[config.mk]
export PLATFORM = sky130hd
export DESIGN_NAME = hpdcache_refill_data_adapter
export DESIGN_NICKNAME = d
export VERILOG_FILES = /design/src/rtl/hpdcache_refill_data_adapter.sv
export SDC_FILE = /design/constraint.sdc
export NUM_CORES = 1
export LEC_CHECK = 0
export BUFFER_PORTS_ARGS = -buffer_cell sky130_fd_sc_hd__buf_2
export CAP_MARGIN = 15
export CORE_UTILIZATION = 30
export DETAILED_ROUTE_END_ITERATION = 8
export SETUP_SLACK_MARGIN = 0.2
export SYNTH_ARGS = -nofsm -noshare
export SYNTH_HDL_FRONTEND = slang
export SYNTH_SLANG_ARGS = --single-unit
[constraint.sdc]
create_clock -name clk_i -period 10.9 [get_ports clk_i]
set_clock_uncertainty 0.15 [all_clocks]
set_input_delay 0.545 -clock clk_i [delete_from_list [all_inputs] [get_ports clk_i]]
set_output_delay 0.545 -clock clk_i [all_outputs]
set_load 0.02 [all_outputs]
[src/rtl/hpdcache_refill_data_adapter.sv]
// rtl/hpdcache_refill_data_adapter.sv - upsizes memory response beats into refill chunks
module hpdcache_refill_data_adapter #(
    parameter int WORD_WIDTH     = 64,
    parameter int CL_WORDS       = 8,
    parameter int ACCESS_WORDS   = 4,
    parameter int MEM_DATA_WIDTH = 64,
    parameter int MEM_ID_WIDTH   = 4,
    localparam int AW = ACCESS_WORDS * WORD_WIDTH,
    localparam int WW = $clog2(CL_WORDS)
) (
    input  logic                      clk_i,
    input  logic                      rst_i,
    input  logic                      mem_rsp_valid_i,
    output logic                      mem_rsp_ready_o,
    input  logic [MEM_DATA_WIDTH-1:0] mem_rsp_data_i,
    input  logic [MEM_ID_WIDTH-1:0]   mem_rsp_id_i,
    input  logic                      mem_rsp_error_i,
    input  logic                      mem_rsp_last_i,
    output logic                      refill_valid_o,
    input  logic                      refill_ready_i,
    output logic [AW-1:0]             refill_data_o,
    output logic [WW-1:0]             refill_word_o,
    output logic [MEM_ID_WIDTH-1:0]   refill_id_o,
    output logic                      refill_error_o,
    output logic                      refill_last_o,
    output logic                      protocol_err_o
);
    localparam int R  = AW / MEM_DATA_WIDTH;
    localparam int C  = CL_WORDS / ACCESS_WORDS;
    localparam int BW = (R > 1) ? $clog2(R) : 1;
    localparam int CW = (C > 1) ? $clog2(C) : 1;
    localparam logic [BW-1:0] BEAT_MAX  = BW'(R - 1);
    localparam logic [CW-1:0] CHUNK_MAX = CW'(C - 1);

    logic [AW-1:0]           data_q, data_d;
    logic                    valid_q, valid_d;
    logic [WW-1:0]           word_q, word_d;
    logic                    error_q, error_d;
    logic                    last_q, last_d;
    logic [MEM_ID_WIDTH-1:0] id_q, id_d;
    logic                    sticky_q, sticky_d;
    logic [BW-1:0]           beat_cnt_q, beat_cnt_d;
    logic [CW-1:0]           chunk_cnt_q, chunk_cnt_d;
    logic                    perr_q, perr_d;

    logic accept, first_beat, final_beat, id_mismatch, early_last, missing_last;
    logic chunk_done, line_end, line_error;

    // The output register is also the accumulator, so beats are only taken once it is free or draining.
    assign mem_rsp_ready_o = !valid_q | refill_ready_i;
    assign accept          = mem_rsp_valid_i & mem_rsp_ready_o;
    assign first_beat      = (beat_cnt_q == '0) && (chunk_cnt_q == '0);
    assign final_beat      = (beat_cnt_q == BEAT_MAX) && (chunk_cnt_q == CHUNK_MAX);
    assign id_mismatch     = !first_beat && (mem_rsp_id_i != id_q);
    assign early_last      = mem_rsp_last_i && !final_beat;
    assign missing_last    = final_beat && !mem_rsp_last_i;
    assign chunk_done      = (beat_cnt_q == BEAT_MAX) || mem_rsp_last_i;
    assign line_end        = final_beat || mem_rsp_last_i;
    assign line_error      = (first_beat ? mem_rsp_error_i : (sticky_q | mem_rsp_error_i))
                             | id_mismatch | early_last | missing_last;

    always_comb begin
        data_d      = data_q;
        valid_d     = valid_q;
        word_d      = word_q;
        error_d     = error_q;
        last_d      = last_q;
        id_d        = id_q;
        sticky_d    = sticky_q;
        beat_cnt_d  = beat_cnt_q;
        chunk_cnt_d = chunk_cnt_q;
        perr_d      = 1'b0;
        if (valid_q && refill_ready_i) begin
            valid_d = 1'b0;
        end
        if (accept) begin
            // Lanes above the current beat are cleared only when the line closes early.
            for (int k = 0; k < R; k++) begin
                if (BW'(k) == beat_cnt_q) begin
                    data_d[k*MEM_DATA_WIDTH +: MEM_DATA_WIDTH] = mem_rsp_data_i;
                end else if (early_last && (BW'(k) > beat_cnt_q)) begin
                    data_d[k*MEM_DATA_WIDTH +: MEM_DATA_WIDTH] = '0;
                end
            end
            sticky_d = line_error;
            perr_d   = id_mismatch | early_last | missing_last;
            if (first_beat) begin
                id_d = mem_rsp_id_i;
            end
            if (chunk_done) begin
                valid_d     = 1'b1;
                word_d      = WW'(chunk_cnt_q) * WW'(ACCESS_WORDS);
                error_d     = line_error;
                last_d      = line_end;
                beat_cnt_d  = '0;
                chunk_cnt_d = line_end ? '0 : chunk_cnt_q + CW'(1);
            end else begin
                beat_cnt_d = beat_cnt_q + BW'(1);
            end
        end
    end

    always_ff @(posedge clk_i or posedge rst_i) begin
        if (rst_i) begin
            data_q      <= '0;
            valid_q     <= 1'b0;
            word_q      <= '0;
            error_q     <= 1'b0;
            last_q      <= 1'b0;
            id_q        <= '0;
            sticky_q    <= 1'b0;
            beat_cnt_q  <= '0;
            chunk_cnt_q <= '0;
            perr_q      <= 1'b0;
        end else begin
            data_q      <= data_d;
            valid_q     <= valid_d;
            word_q      <= word_d;
            error_q     <= error_d;
            last_q      <= last_d;
            id_q        <= id_d;
            sticky_q    <= sticky_d;
            beat_cnt_q  <= beat_cnt_d;
            chunk_cnt_q <= chunk_cnt_d;
            perr_q      <= perr_d;
        end
    end

    assign refill_valid_o = valid_q;
    assign refill_data_o  = data_q;
    assign refill_word_o  = word_q;
    assign refill_id_o    = id_q;
    assign refill_error_o = error_q;
    assign refill_last_o  = last_q;
    assign protocol_err_o = perr_q;
endmodule

Yosys cells after proc, flatten, opt, wreduce, memory -nomap -nowiden
Cells that the tools add are included.
{ "word_totals": {"regBits": 269, "latch_bits": 0, "ramBits": 0, "romBits": 0, "input_bits": 74, "output_inout_bits": 268, "elab_cells": 75, "mem_count": 0} }
{ "classes": {"addsub": 2, "n_mul": 0, "n_div": 0, "magnitude_cmp": 4, "n_eq_ne": 5, "shifts": 0, "muxes": 15, "n_bitwise": 9, "reduce_logical": 27} }
{ "ops": {"columns": ["cell", "count"], "rows": [
  ["2-to-1 mux 64 bit", 8],
  ["AND reduction 2 bit", 6],
  ["logical AND 1 bit", 10],
  ["nonzero test 2 bit", 4],
  ["bitwise OR 1 bit", 7],
  ["2-to-1 mux 1 bit", 6],
  ["== test 2 bit, first input constant", 2],
  ["greater-than comparator 1 x 2 -> 1 bit, first input constant", 2],
  ["greater-than comparator 2 bit, first input constant", 2],
  ["zero test 1 bit", 4],
  ["inequality test 4 bit", 1],
  ["adder 2 x 1 -> 2 bit, second input constant", 1],
  ["== test 1 x 2 -> 1 bit, first input constant", 1],
  ["== test 2 bit, second input constant", 1],
  ["zero test 2 bit", 1],
  ["logical OR 1 bit", 2],
  ["2-to-1 mux 2 bit", 1],
  ["adder 1 bit, second input constant", 1],
  ["bitwise AND 1 bit", 1],
  ["inverter 1 bit", 1]
]} }

Depth between registers and ports, before layout
{ "logic_depth": {"word_depth": 7, "depth_mapped": 7, "mapped_depth_nobuf": 5} }

Least setup slack after synthesis
Ideal clock, no wire load.
{ "synth_timing": {"kind": "input -> register", "from": "input refill_ready_i", "to": "register data_q[0], in the netlist refill_data_o[0]", "setup_time_ps": 128, "arrival_ps": 1562, "required_time_ps": 10622, "path_slack_ps": 9060, "cell_stages": 6, "path_buffers": 3, "cell_sequence": "nand2b_4 buf_6 nand3_1 buf_4 buf_6 mux2_1"} }
{ "synth_between": {"elab_chain_cells": 3} }
{ "synth_lines": {"columns": ["element", "line_no", "text"], "rows": [
  ["start, declared", "20", "input logic refill_ready_i,"],
  ["bitwise OR 1 bit", "50", "assign mem_rsp_ready_o = !valid_q | refill_ready_i;"],
  ["net mem_rsp_ready_o", "14", "output logic mem_rsp_ready_o,"],
  ["bitwise AND 1 bit", "51", "assign accept = mem_rsp_valid_i & mem_rsp_ready_o;"],
  ["AND reduction 2 bit (no source line)", null, null],
  ["end signal, assigned", "116", "data_q <= data_d;"],
  ["end, declared", "35", "logic [AW-1:0] data_q, data_d;"]
]} }
The timed path passes the listed nets, and every way through them passes these cells.
A chain may end at the register's enable or synchronous reset.

Worst setup path in the final report
{ "layout_timing": {"from": "register beat_cnt_q[0]", "to": "register data_q[103], in the netlist refill_data_o[103]"} }
{ "layout_between": {"elab_chain_cells": 7, "word_cells_on_any_way": 10, "cone_classes": "order compare (1); eq/ne (2); mux (1); reduce/logical (6)"} }
{ "layout_lines": {"columns": ["element", "line_no", "text"], "rows": [
  ["start, declared", "42", "logic [BW-1:0] beat_cnt_q, beat_cnt_d;"],
  ["start signal, assigned", "123", "beat_cnt_q <= beat_cnt_d;"],
  ["== test 2 bit", "53", "assign final_beat = (beat_cnt_q == BEAT_MAX) && (chunk_cnt_q == CHUNK_MAX);"],
  ["logical AND 1 bit", "53", null],
  ["zero test 1 bit", "55", "assign early_last = mem_rsp_last_i && !final_beat;"],
  ["logical AND 1 bit", "55", null],
  ["logical AND 1 bit", "81", "end else if (early_last && (BW'(k) > beat_cnt_q)) begin"],
  ["nonzero test 2 bit (no source line)", null, null],
  ["AND reduction 2 bit (no source line)", null, null]
]} }
Several ways; a longest one is shown, not always the timed one.

==> flow_summary_export.csv <==
group,metric,value,unit
clock_tree,cts_root_buffer,"clkbuf_16",
final_layout,final_cells,1561,
sta,setup-tns-final,0,ns
placed_design,place_inst,1507,
clock_tree,cts_resized,0,
synthesis,synth_top_area_share,0.6356,
clock_tree,clk_pin_slew,0.06,ns
global_route,use_met3,0.04981,
sta,max_freq,383.0,MHz
clock_tree,post_cts_buffers,0,
detailed_routing,drtIter0Drc,202,
sta,whs,0.03695,ns
die,placementRows,68,
critical_path,arrival,2.95,ns
global_route,gr-total-overflow,0,
synthesis,synth_common_cells,"dfrtp_1 (269), a22o_1 (128), inv_1 (68), nand2_1 (67), mux2i_1 (64)",
synthesis,synth-seq-cells,269,
synthesis,synthCells,758,
global_route,grt_use_met2,0.2605,
sta,rsz0062_at_grt,"false",
clock_tree,cts_max_level,1,
synthesis,synthTopCellsByArea,"dfrtp_1 (64%), a22o_1 (11%), mux2_1 (6.4%)",
global_route,grt_max_degree,136,
final_layout,fin_nets,1163,
critical_path,reg2reg_setup_slack,8.29,ns
final_layout,multiInputGateArea,3147,um^2
synthesis,yosysMostFrequentCell,"dfrtp_1",
placed_design,port_buffers,339,
synthesis,synth-seq-area-share,0.6356,
final_layout,post_route_cells_drive_above_1_share,0.3750,
detailed_routing,dr.pass1.iters,5,
sta,fin_crit_sh,0.2396,
detailed_routing,wl_per_cell,18.76,um
critical_path,crit_path_start_kind,"flip-flop",
synthesis,synthArstFlopShare,1.000,
global_route,antenna_found_initial,2,
power,totalPowerFinal,3.631,mW
placed_design,dpl.hpwl,18640,um
critical_path,critical_path_class,"reg2reg",
global_route,busiest_layer,"met2",
final_layout,largest_reg_flops,256,
critical_path,crit_fanout,64,
synthesis,synth_edf_count,0,
clock_tree,cts_tree,"built",
synthesis,ys_types,37,
final_layout,utilization,0.3901,
synthesis,synth_ff_type,"dfrtp_1",
detailed_routing,drc_errors,0,
die,fp.dieW,189.9,um
power,powerDensity,268.8,nW/um^2
sta,post-route-min-period,2.611,ns
die,dieArea,36060,um^2
placed_design,gp_congestion,0.7489,
global_route,grt.total_usage,0.1610,
placed_design,placed_area,12460,um^2
final_layout,fin_area,13510,um^2
placed_design,post-place-ws,8.134,ns
synthesis,syn_avg_cell_area,13.97,um^2
sta,maxSlewHeadroom,0.3579,
detailed_routing,vias,7260,
sta,layout_setup_ws,8.289,ns
clock_tree,holdBufCountCts,0,
power,vdd_drop_max,0.0001616,V
clock_tree,cts_buffers,31,
die,io_pins,342,
die,die-height,189.9,um
synthesis,yosysWarningCount,0,
global_route,grt_pass1_wl,45260,um
clock_tree,cts.sinks,269,
global_route,use_met1,0.2070,
critical_path,worstSetupEndpointType,"flip-flop",
sta,slew_viol_final,0,
clock_tree,cts.path.max_buffers,3,
worst_hold_path,min_path_type,"in2async",
detailed_routing,viasPerCell,4.651,
final_layout,fillers,3357,
synthesis,synth_top_cell_by_area,"dfrtp_1",
run_status,status,"finished clean",
die,initial_utilization,0.3058,
detailed_routing,drtAntennaViolNets,0,
sta,tightestPinTransition,0.9631,ns
global_route,grt_pass1_vias,7464,
clock_tree,clk_latency,0.57,ns
detailed_routing,wirelength,29280,um
sta,hold_viol_final,0,
synthesis,synthesis.area,10590,um^2
flow_run,max_cap_violations,0,
die,core,34630,um^2
sta,finalSetupViolCount,0,
critical_path,required,11.24,ns
final_layout,register_area,6731,um^2
final_layout,syn2layout_area_growth,27.56,%
power,leakage,7.203,nW
## power by group
group	internal (mW)	switching (mW)	total, mW	leakage (nW)
clock	0.646	0.421	1.07	0.510
sequential	1.27	0.152	1.43	3.50
combinational	0.410	0.729	1.14	3.20
## final cells by class
cell class              instances  share of cell area
diodes                          2           0.0003705
clock buffers                  39             0.06335
clock inverters                13             0.01399
repair buffers                346              0.1295
flip-flops and latches        269              0.4983
well taps                     455             0.04214
multi-input cells             369              0.2329
inverters                      68             0.01945
## cell families (layout without fill, tap and decap cells)
logic type | after synthesis | after routing | share of synthesized area
mux | 134 | 134 | 0.1360
other cells | 1 | 4 | 0.0003541
simple gates | 87 | 87 | 0.03745
xor+xnor | 4 | 4 | 0.003308
flops | 269 | 269 | 0.6356
buf+inv | 121 | 466 | 0.06912
compound gates | 138 | 138 | 0.1134
fa+ha+maj | 4 | 4 | 0.004726
## routing by layer
layer / vias up / wire length, um
met5: - / 13
met4: 2 / 763
met3: 52 / 2350
met2: 251 / 13720
met1: 3665 / 12420
li1: 3290 / -
## layout by cell type, fill, tap and decap left out, types with 3 or more instances in the layout
master,n
ha_1,3
mux2_2,9
buf_4,7
nor2_1,3
dfrtp_1,269
nand2_1,67
clkbuf_8,5
clkbuf_16,31
buf_2,339
xnor2_1,4
clkbuf_1,3
clkinv_2,4
inv_1,67
mux2_1,60
bufinv_16,4
nand3b_1,3
mux2i_1,64
a22o_1,128
## critical path: stages, from the launching register on
cell and delay, ns:
dfrtp_1 0.45, inv_1 0.12, ha_1 0.28, nand3_4 0.41, o21ba_4 0.83, a22o_1 0.25
## path summary, 6_finish.rpt
| check | startpoint | cells after the start | to |
|---|---|---|---|
| setup reg to reg | beat_cnt_q[0] | 5 | refill_data_o[103] |
| min in group clk_i | mem_rsp_data_i[18] | 2 | refill_data_o[18] |
| setup / recovery | beat_cnt_q[0] | 5 | refill_data_o[103] |
| hold / removal | rst_i | 2 | refill_data_o[171] |
| max in group asynchronous | rst_i | 3 | refill_data_o[11] |
| hold reg to reg | refill_data_o[29] | 1 | refill_data_o[29] |
Power figures use the tool's default switching activity.
